### src/rtl/uart_pkg.sv
// Shared types and constants for the UART receive path.
// Frame: start, 8 data bits LSB first, even parity, one stop bit.
package uart_pkg;

    typedef enum logic [2:0] {
        IDLE,
        START,
        DATA,
        PARITY,
        STOP,
        BREAK
    } rx_state_e;

    localparam int   UART_DATA_W = 8;
    localparam int   OVS         = 16;
    localparam int   OVS_MID     = 7;
    localparam logic PARITY_EVEN = 1'b0;

    // Nonzero when data plus received parity bit break the parity rule.
    function automatic logic parity_bad(
        input logic [UART_DATA_W-1:0] d,
        input logic                   p
    );
        return (^d) ^ p ^ PARITY_EVEN;
    endfunction

endpackage

### src/rtl/uart_rx_tick_gen.sv
// Oversample tick generator: one-clock tick every DIV clocks.
// A synchronous clear realigns the phase to a detected start edge.
module uart_rx_tick_gen #(
    parameter int DIV = 1
) (
    input  logic clk,
    input  logic reset,
    input  logic i_clr,
    output logic o_tick
);

    localparam int            CW   = (DIV > 1) ? $clog2(DIV) : 1;
    localparam logic [CW-1:0] LAST = CW'(DIV - 1);

    logic [CW-1:0] r_cnt;

    always_ff @(posedge clk or negedge reset) begin
        if (!reset) begin
            r_cnt <= '0;
        end else if (i_clr || r_cnt == LAST) begin
            r_cnt <= '0;
        end else begin
            r_cnt <= r_cnt + 1'b1;
        end
    end

    assign o_tick = !i_clr && (r_cnt == LAST);

endmodule

### src/rtl/uart_receiver.sv
// 16x oversampling UART receiver with valid/ack output handshake
// and per-frame parity, framing and overrun flags.
module uart_receiver
    import uart_pkg::*;
#(
    parameter int CLK_FREQ = 50_000_000,
    parameter int BAUD     = 9600
) (
    input  logic                   clk,
    input  logic                   reset,
    input  logic                   rx_in,
    input  logic                   rx_ack,
    output logic [UART_DATA_W-1:0] rx_data,
    output logic                   rx_valid,
    output logic                   rx_busy,
    output logic                   parity_err,
    output logic                   frame_err,
    output logic                   overrun_err
);

    localparam int DIV = CLK_FREQ / (BAUD * OVS);

    if (DIV < 1) begin : g_div_chk
        $error("uart_receiver: CLK_FREQ/(BAUD*OVS) must be >= 1");
    end

    logic                   r_sync1;
    logic                   r_sync2;
    logic                   w_rx_s;
    rx_state_e              r_state;
    rx_state_e              w_next;
    logic [3:0]             r_samp;
    logic [2:0]             r_bit_cnt;
    logic [UART_DATA_W-1:0] r_shift;
    logic                   r_prx;
    logic                   w_tick;
    logic                   w_start;
    logic                   w_mid;
    logic                   w_done;

    always_ff @(posedge clk or negedge reset) begin
        if (!reset) begin
            r_sync1 <= 1'b1;
            r_sync2 <= 1'b1;
        end else begin
            r_sync1 <= rx_in;
            r_sync2 <= r_sync1;
        end
    end

    assign w_rx_s  = r_sync2;
    assign w_start = (r_state == IDLE) && !w_rx_s;
    assign w_mid   = w_tick && (r_samp == 4'(OVS_MID));
    assign w_done  = (r_state == STOP) && w_mid;

    uart_rx_tick_gen #(
        .DIV (DIV)
    ) u_tick (
        .clk    (clk),
        .reset  (reset),
        .i_clr  (w_start),
        .o_tick (w_tick)
    );

    always_ff @(posedge clk or negedge reset) begin
        if (!reset) begin
            r_samp <= '0;
        end else if (w_start) begin
            r_samp <= '0;
        end else if (w_tick) begin
            r_samp <= r_samp + 4'd1;
        end
    end

    always_ff @(posedge clk or negedge reset) begin
        if (!reset) begin
            r_state <= IDLE;
        end else begin
            r_state <= w_next;
        end
    end

    always_comb begin
        w_next = r_state;
        unique case (r_state)
            IDLE:    if (!w_rx_s) w_next = START;
            START:   if (w_mid) w_next = w_rx_s ? IDLE : DATA;
            DATA:    if (w_mid && r_bit_cnt == 3'd7) w_next = PARITY;
            PARITY:  if (w_mid) w_next = STOP;
            // A low stop sample parks in BREAK so a held line cannot retrigger.
            STOP:    if (w_mid) w_next = w_rx_s ? IDLE : BREAK;
            BREAK:   if (w_rx_s) w_next = IDLE;
            default: w_next = IDLE;
        endcase
    end

    always_comb begin
        rx_busy = (r_state != IDLE);
    end

    always_ff @(posedge clk or negedge reset) begin
        if (!reset) begin
            r_bit_cnt <= '0;
            r_shift   <= '0;
            r_prx     <= 1'b0;
        end else if (w_mid) begin
            if (r_state == START) begin
                r_bit_cnt <= '0;
            end
            if (r_state == DATA) begin
                r_shift   <= {w_rx_s, r_shift[UART_DATA_W-1:1]};
                r_bit_cnt <= r_bit_cnt + 3'd1;
            end
            if (r_state == PARITY) begin
                r_prx <= w_rx_s;
            end
        end
    end

    always_ff @(posedge clk or negedge reset) begin
        if (!reset) begin
            rx_data     <= '0;
            rx_valid    <= 1'b0;
            parity_err  <= 1'b0;
            frame_err   <= 1'b0;
            overrun_err <= 1'b0;
        end else if (w_done) begin
            rx_data     <= r_shift;
            parity_err  <= parity_bad(r_shift, r_prx);
            frame_err   <= ~w_rx_s;
            overrun_err <= rx_valid & ~rx_ack;
            rx_valid    <= 1'b1;
        end else if (rx_valid && rx_ack) begin
            rx_valid <= 1'b0;
        end
    end

endmodule

### config.mk
export PLATFORM = sky130hd
export DESIGN_NAME = uart_receiver
export DESIGN_NICKNAME = d
export VERILOG_FILES = /design/src/rtl/uart_pkg.sv /design/src/rtl/uart_rx_tick_gen.sv /design/src/rtl/uart_receiver.sv
export SDC_FILE = /design/constraint.sdc
export NUM_CORES = 1
export LEC_CHECK = 0
export CAP_MARGIN = 5
export CELL_PAD_IN_SITES_DETAIL_PLACEMENT = 0
export CELL_PAD_IN_SITES_GLOBAL_PLACEMENT = 2
export CORE_MARGIN = 3
export CORE_UTILIZATION = 44
export CTS_BUF_LIST = sky130_fd_sc_hd__clkbuf_8
export CTS_CLUSTER_SIZE = 30
export DETAILED_ROUTE_END_ITERATION = 8
export PLACE_DENSITY = 0.84
export REMOVE_ABC_BUFFERS = 1
export SYNTH_ARGS = -nofsm -noshare
export SYNTH_HDL_FRONTEND = slang
export SYNTH_SLANG_ARGS = --single-unit
### constraint.sdc
create_clock -name clk -period 4.41 [get_ports clk]
set_input_delay 0.882 -clock clk [delete_from_list [all_inputs] [get_ports clk]]
set_output_delay 0.882 -clock clk [all_outputs]
set_load 0.01 [all_outputs]
==> impl_table.tex, run 1 <==
\begin{tabular}{lr}
\hline
Metric & Value \\
\hline
\multicolumn{2}{l}{\textbf{Setup path}} \\
Type of destination of the critical path & primary output \\
Critical Path, Cell by Cell & or3\_1, clkdlybuf4s50\_1 \\
Slowest cell delay on critical path & between 0.5 and 0.6 ns \\
Gate family responsible for the most delay along the worst path & flip-flops \\
Arrival @ worst endpoint & 1.71 ns \\
Peak fanout along the critical path & 13 \\
Critical path launch point type & flop \\
Crit path kind & reg -> out \\
Data required time of the worst path & about 3.5 ns \\
Max stage delay cell, worst path & sky130\_fd\_sc\_hd\_\_dfrtp\_1 \\
Buf/Inv on CP & 1 \\
\multicolumn{2}{l}{\textbf{Global routing}} \\
Number of global-route vias before repair & 1156 \\
Overall overflow remaining after global route & 0 \\
Antenna violations before repair & 0 \\
Global router's overall resource usage & 0.130 \\
Wire length of the first global-routing pass & 5370 µm \\
Pin count of the biggest net entering global routing & 43 \\
\multicolumn{2}{l}{\textbf{CTS}} \\
Post-CTS Setup Inserts & 0 \\
Clock buffers created by TritonCTS & 5 \\
Clock network latency to the later pin of the worst-skew pair & 0.30 ns \\
Clock root buffer & sky130\_fd\_sc\_hd\_\_clkbuf\_8 \\
Maximum buffer depth of the clock tree & 2 \\
H-Tree Level Count & 2 \\
Count of instances resized after the clock tree is built & 0 \\
Clock transition at path regs & 0.08 ns \\
Clock tree from TritonCTS & done \\
Hold-fix buffer count after cts & 0 \\
Clock Sinks & 42 \\
\multicolumn{2}{l}{\textbf{Timing}} \\
Highest achievable clock rate & 385 MHz \\
Number of failing hold endpoints at the final stage & 0 \\
Fin Clk Skew & about 0.011 ns \\
Unrepaired setup endpoints after global routing & no \\
Max-slew headroom & 0.274 \\
Share of the clock period used by the worst path & 0.589 \\
Setup violators final & 0 \\
Time the worst path needs with I/O delays and setup & 2.60 ns \\
Worst-Margin Slew & about 1.1 ns \\
Pins Over Slew Limit & 0 \\
Sum of negative setup slack & 0 ns \\
\multicolumn{2}{l}{\textbf{Floorplanning}} \\
Placement row count & 23 \\
Area of the die & 5400 µm² \\
Floorplan die width & about 73 µm \\
Starting density of the core & 0.477 \\
Die extent in y & 73.5 µm \\
Placeable core region & 4200 µm² \\
Io pins & 17 \\
\multicolumn{2}{l}{\textbf{Place}} \\
Cell count after placement & 226 \\
Detail Placement HPWL & 2210 µm \\
Routability Congestion & 0.805 \\
Number of I/O port buffers & 16 \\
\multicolumn{2}{l}{\textbf{Yosys}} \\
Unique cell type count in the Yosys netlist & 38 \\
Post-synthesis average cell area & 12.1 µm² \\
Number of synthesized register bits & 42 \\
Total standard cell area after synthesis & 2000 µm² \\
Warning count from the yosys run & 0 \\
Sequential-to-total area share from yosys stat & 0.526 \\
Count of mapped cells out of synthesis & 166 \\
\multicolumn{2}{l}{\textbf{Finish}} \\
Fraction of layout cells with a size suffix above 1 & 0.207 \\
Most common cell after layout, fill and taps aside & sky130\_fd\_sc\_hd\_\_dfrtp\_1 \\
Net count reported at finish & roughly 190 \\
Highest-count cells in the layout ignoring fill and taps & 40 x sky130\_fd\_sc\_hd\_\_dfrtp\_1, 18 x sky130\_fd\_sc\_hd\_\_nor2\_1, 16 x sky130\_fd\_sc\_hd\_\_mux2\_2 \\
Area added between synthesis and finish & 13.9\% \\
\# diodes & 0 \\
Count of placed standard cells in the final layout, fillers left out & between 200 and 250 \\
\multicolumn{2}{l}{\textbf{Routing}} \\
DRT Wirelength & 3220 µm \\
Router iterations before antenna repair & 4 \\
WL/cell & 13.8 µm \\
Detail Route Antenna Nets & 0 \\
Average vias per placed instance & around 5.2 \\
DRC errors left & 0 \\
Number of DRC markers in iteration 0 & 47 \\
Via count & 1223 \\
\multicolumn{2}{l}{\textbf{Power}} \\
Pwr/cell area & 305 nW/µm² \\
Pleak & 0.00108 µW \\
Peak supply drop & 0.150 mV \\
\multicolumn{2}{l}{\textbf{Outcome}} \\
Status & complete, no violations \\
\multicolumn{2}{l}{\textbf{Job}} \\
Count of maximum capacitance violations & 0 \\
\multicolumn{2}{l}{\textbf{Worst hold path}} \\
Min-delay worst type & reg -> reg \\
\hline
\end{tabular}
power breakdown:
group,internal [µW],switching (µW)
clock,167,130
sequential,387,1.08
combinational,2.66,7.85
synth_stat cells:
| cell | count | area [µm²] |
|---|---|---|
| sky130_fd_sc_hd__nand4b_1 | 2 | 17.5 |
| sky130_fd_sc_hd__or3_4 | 1 | 11.3 |
| sky130_fd_sc_hd__dfstp_2 | 2 | 52.6 |
| sky130_fd_sc_hd__nor2_1 | 18 | 67.6 |
| sky130_fd_sc_hd__a21oi_1 | 2 | 10.0 |
| sky130_fd_sc_hd__o211ai_1 | 2 | 15.0 |
| sky130_fd_sc_hd__nand2b_1 | 2 | 12.5 |
| sky130_fd_sc_hd__nand3_1 | 5 | 25.0 |
| sky130_fd_sc_hd__nand2_1 | 10 | 37.5 |
| sky130_fd_sc_hd__ha_1 | 5 | 62.6 |
| sky130_fd_sc_hd__or2_2 | 1 | 6.26 |
| sky130_fd_sc_hd__nor3_1 | 2 | 10.0 |
| sky130_fd_sc_hd__nand2_2 | 1 | 6.26 |
| sky130_fd_sc_hd__nand3b_4 | 1 | 20.0 |
| sky130_fd_sc_hd__mux2_2 | 16 | 180 |
| sky130_fd_sc_hd__nand4bb_1 | 1 | 11.3 |
| sky130_fd_sc_hd__nand4_1 | 1 | 6.26 |
| sky130_fd_sc_hd__xnor2_1 | 12 | 105 |
| sky130_fd_sc_hd__a31oi_1 | 1 | 6.26 |
| sky130_fd_sc_hd__nor3b_1 | 1 | 7.51 |
| sky130_fd_sc_hd__nand4_4 | 1 | 21.3 |
| sky130_fd_sc_hd__nor2b_1 | 2 | 12.5 |
| sky130_fd_sc_hd__xor2_1 | 6 | 52.6 |
| sky130_fd_sc_hd__nor4_2 | 2 | 25.0 |
| sky130_fd_sc_hd__dfrtp_1 | 40 | 1000 |
| sky130_fd_sc_hd__buf_2 | 2 | 10.0 |
| sky130_fd_sc_hd__o21ai_0 | 7 | 35.0 |
| sky130_fd_sc_hd__o21a_1 | 1 | 7.51 |
| sky130_fd_sc_hd__a211o_1 | 1 | 8.76 |
| sky130_fd_sc_hd__and2_2 | 1 | 7.51 |
| sky130_fd_sc_hd__buf_6 | 3 | 33.8 |
| sky130_fd_sc_hd__inv_1 | 5 | 18.8 |
| sky130_fd_sc_hd__clkbuf_1 | 1 | 3.75 |
| sky130_fd_sc_hd__mux2_4 | 1 | 15.0 |
| sky130_fd_sc_hd__or3_1 | 1 | 6.26 |
| sky130_fd_sc_hd__and3_1 | 1 | 6.26 |
| sky130_fd_sc_hd__nor3b_4 | 2 | 37.5 |
| sky130_fd_sc_hd__mux2i_1 | 3 | 30.0 |
path summary, 6_finish.rpt:
check / start / cells past startpoint / slack [ns] / end
min in group asynchronous: reset / 1 / 0.72 / r_shift[6]
setup reg to reg: u_tick.r_cnt[7] / 5 / 1.89 / r_prx
hold reg to reg: r_sync1 / 0 / 0.36 / r_sync2
max in group asynchronous: reset / 1 / 3.12 / u_tick.r_cnt[1]
setup / recovery: r_state[1] / 2 / 1.81 / rx_busy
hold / removal: r_sync1 / 0 / 0.36 / r_sync2
sequential cells by signal, indices dropped and copies added (netlist names), 3 cells and up:
| register | count |
|---|---|
| r_shift | 8 |
| u_tick.r_cnt | 9 |
| r_bit_cnt | 3 |
| rx_data | 8 |
| r_samp | 4 |
| r_state | 3 |
area by class of cell:
| class | instances | area (µm²) |
|---|---|---|
| fillers | 369 | 1920 |
| flip-flops and latches | 42 | 1050 |
| multi-input cells | 113 | 883 |
| repair buffers | 16 | 155 |
| clock buffers | 5 | 68.8 |
| well taps | 50 | 62.6 |
| clock inverters | 3 | 40.0 |
| inverters | 5 | 18.8 |
kinds of logic (layout without fill, tap and decap cells):
logic type                 Yosys count  count (layout)  share of synthesized area
AOI/OAI and AO/OA                   14              14                     0.0412
xor gates and xnor gates            18              18                     0.0787
muxes                               20              20                      0.112
adders and majority gates            5               5                     0.0312
DFF                                 42              42                      0.526
and+or+nand+nor                     56              56                      0.177
buffers and inverters               11              29                     0.0331
metrics by stage:
step	power (µW)	instance area [µm²]	utilization	hold WS (ns)	setup slack, ns
2_1_floorplan	396	1960	-	0.345	2.16
3_3_place_gp	406	2170	0.517	0.346	1.92
3_5_place_dp	406	2170	0.517	0.349	1.88
4_1_cts	704	2280	0.543	0.361	1.80
5_1_grt	721	2280	0.543	0.362	1.65
6_report	695	2280	0.543	0.359	1.81
routing by layer:
layer  GRT usage  routed length, µm
met5           0                  0
met4      0.0503                 51
met3      0.0410                121
met2       0.209               1560
met1       0.164               1490
worst register-to-register path, delay by kind of cell (launching register included):
kind / cells / cell delay [ns]
and+or+nand+nor: 4 / 1.69
muxes: 1 / 0.31
DFF: 1 / 0.41
Power figures use the tool's default switching activity.
==> inputs of run 2 (changes only) <==
--- a/config.mk
+++ b/config.mk
@@ -9,11 +9,11 @@
 export CELL_PAD_IN_SITES_DETAIL_PLACEMENT = 0
 export CELL_PAD_IN_SITES_GLOBAL_PLACEMENT = 2
 export CORE_MARGIN = 3
-export CORE_UTILIZATION = 44
+export CORE_UTILIZATION = 41
 export CTS_BUF_LIST = sky130_fd_sc_hd__clkbuf_8
 export CTS_CLUSTER_SIZE = 30
 export DETAILED_ROUTE_END_ITERATION = 8
-export PLACE_DENSITY = 0.84
+export PLACE_DENSITY = 0.79
 export REMOVE_ABC_BUFFERS = 1
 export SYNTH_ARGS = -nofsm -noshare
 export SYNTH_HDL_FRONTEND = slang
==> constraint.sdc (replaced) <==
create_clock -name clk -period 2.47 [get_ports clk]
set_input_delay 0.494 -clock clk [delete_from_list [all_inputs] [get_ports clk]]
set_output_delay 0.494 -clock clk [all_outputs]
set_load 0.01 [all_outputs]
==> run 2 against run 1 <==
Register-to-register slack worse by 1.5 ns. Cell area is 1.9% higher. Via count is 0.98% lower. Highest routed layer unchanged. Combinational power is 110% higher. First-iteration DRC count is 19% lower. Critical path depth stayed put. Largest power group unchanged.
==> impl_table.tex, run 2 (synthesized netlist as in run 1, its figures left out) <==
\begin{tabular}{lr}
\hline
Metric & Value \\
\hline
\multicolumn{2}{l}{\textbf{Routing}} \\
Router iterations before antenna repair & 4 \\
DRC errors left & 0 \\
Via count & 1211 \\
Detail Route Antenna Nets & 0 \\
Number of DRC markers in iteration 0 & 38 \\
Average vias per placed instance & 4.81 \\
DRT Wirelength & 3410 µm \\
WL/cell & $\sim$14 µm \\
\multicolumn{2}{l}{\textbf{Finish}} \\
Fraction of layout cells with a size suffix above 1 & 0.214 \\
Largest register by flop count & u\_tick.r\_cnt \\
Flip-flop count of the largest register, all copies and words added & 9 \\
Most common cell after layout, fill and taps aside & sky130\_fd\_sc\_hd\_\_dfrtp\_1 \\
Highest-count cells in the layout ignoring fill and taps & 40 x sky130\_fd\_sc\_hd\_\_dfrtp\_1, 18 x sky130\_fd\_sc\_hd\_\_nor2\_1, 16 x sky130\_fd\_sc\_hd\_\_mux2\_2 \\
\# diodes & 0 \\
Final core utilization & 0.513 \\
Net count reported at finish & slightly below 200 \\
Area added between synthesis and finish & 16.1\% \\
Largest registers & u\_tick.r\_cnt: 9 flops, r\_shift: 8 flops, rx\_data: 8 flops \\
\multicolumn{2}{l}{\textbf{Timing}} \\
Number of failing hold endpoints at the final stage & 0 \\
Pins Over Slew Limit & 0 \\
Worst-Margin Slew & a little under 0.6 ns \\
Share of the clock period used by the worst path & 0.888 \\
Max-slew headroom & 0.610 \\
Highest achievable clock rate & around 460 MHz \\
Sum of negative setup slack & 0 ns \\
Unrepaired setup endpoints after global routing & no \\
Fin Clk Skew & 0.00436 ns \\
Time the worst path needs with I/O delays and setup & 2.19 ns \\
Setup violators final & 0 \\
Post-route setup slack & between 0.2 and 0.3 ns \\
\multicolumn{2}{l}{\textbf{Place}} \\
Worst-case setup slack after placement & 0.370 ns \\
Routability Congestion & 0.776 \\
Number of I/O port buffers & 16 \\
Detail Placement HPWL & 2430 µm \\
\multicolumn{2}{l}{\textbf{CTS}} \\
Clock transition at path regs & 0.08 ns \\
Hold-fix buffer count after cts & 0 \\
Count of instances resized after the clock tree is built & 0 \\
Clock tree from TritonCTS & done \\
Clock buffers created by TritonCTS & 5 \\
Clock Sinks & 42 \\
Post-CTS Setup Inserts & 0 \\
Clock network latency to the later pin of the worst-skew pair & 0.29 ns \\
H-Tree Level Count & 2 \\
Clock root buffer & sky130\_fd\_sc\_hd\_\_clkbuf\_8 \\
Maximum buffer depth of the clock tree & 2 \\
\multicolumn{2}{l}{\textbf{Setup path}} \\
Crit path kind & reg -> out \\
Type of destination of the critical path & primary output \\
Data required time of the worst path & 1.98 ns \\
Critical path launch point type & flop \\
Peak fanout along the critical path & 13 \\
Arrival @ worst endpoint & between 1.5 and 2 ns \\
\multicolumn{2}{l}{\textbf{Floorplanning}} \\
Placement row count & 24 \\
Die extent in y & 75.9 µm \\
Io pins & 17 \\
Starting density of the core & 0.442 \\
Floorplan die width & 75.9 µm \\
Area of the die & 5760 µm² \\
Placeable core region & 4530 µm² \\
\multicolumn{2}{l}{\textbf{Power}} \\
Pwr/cell area & around 540 nW/µm² \\
Pleak & between 0.001 and 0.0015 µW \\
Peak supply drop & 0.254 mV \\
\multicolumn{2}{l}{\textbf{Global routing}} \\
GRT busiest layer & met2 \\
Number of global-route vias before repair & 1308 \\
Global router's overall resource usage & 0.131 \\
Antenna violations before repair & 0 \\
Global routing met3 resource utilization & 0.0332 \\
Overall overflow remaining after global route & 0 \\
Wire length of the first global-routing pass & 6070 µm \\
GR Layer Usage met2 & 0.229 \\
Met1 Usage GRT & 0.156 \\
Pin count of the biggest net entering global routing & 17 \\
\multicolumn{2}{l}{\textbf{Worst hold path}} \\
Min-delay worst type & in -> async \\
\multicolumn{2}{l}{\textbf{Job}} \\
Count of maximum capacitance violations & 0 \\
\multicolumn{2}{l}{\textbf{Outcome}} \\
Status & complete, no violations \\
\hline
\end{tabular}
[run 2: changes by cell type in the layout (fill, tap and decap cells not counted)]
cell / change
sky130_fd_sc_hd__clkinvlp_4: +1
sky130_fd_sc_hd__clkinv_2: -2
sky130_fd_sc_hd__inv_1: +1
sky130_fd_sc_hd__buf_4: +3
[run 2: path summary, 6_finish.rpt]
| check | startpoint | endpoint | slack (ns) | cells past startpoint |
|---|---|---|---|---|
| worst max register to register | r_state[2] | r_prx | 0.38 | 5 |
| worst min register to register | r_sync1 | r_sync2 | 0.36 | 0 |
| min in group clk | r_sync1 | r_sync2 | 0.36 | 0 |
| worst max-delay path | r_state[1] | rx_busy | 0.28 | 2 |
| worst min-delay path | reset | r_state[0] | 0.11 | 1 |
| max in group asynchronous | reset | r_sync1 | 1.76 | 2 |
[run 2: power breakdown]
part | leakage (µW) | internal (µW) | switching [µW]
clock | 0.0000556 | 297 | 234
sequential | 0.000560 | 690 | 2.04
combinational | 0.000478 | 6.79 | 14.8
total | 0.00109 | 994 | 251
[run 2: critical path: stages (launching register included)]
cell and delay, ns:
sky130_fd_sc_hd__dfrtp_1 0.53, sky130_fd_sc_hd__or3_1 0.40, sky130_fd_sc_hd__clkdlybuf4s50_1 0.49
[run 2: layout make-up]
type,count,area (µm²)
fillers,428,2210
inverters,5,18.8
clock inverters,3,41.3
flip-flops and latches,42,1050
clock buffers,5,68.8
well taps,65,81.3
repair buffers,19,178
multi-input cells,113,883
[run 2: per-layer routing]
layer  part of all wire  vias up
met4              0.011        0
met5                  0        -
met1               0.45      593
met2               0.51       13
met3              0.028        6
li1                   -      599
[run 2: per-stage QoR]
stage / total power, µW / hold slack, ns / instances / instance area [µm²]
finish: 1240 / 0.113 / 252 / 2320
global route: 1300 / 0.130 / 252 / 2320
CTS: 1270 / 0.117 / 252 / 2320
detailed placement: 729 / 0.351 / 244 / 2210
global placement: 728 / 0.349 / 244 / 2210
floorplan: 707 / 0.198 / 160 / 1960
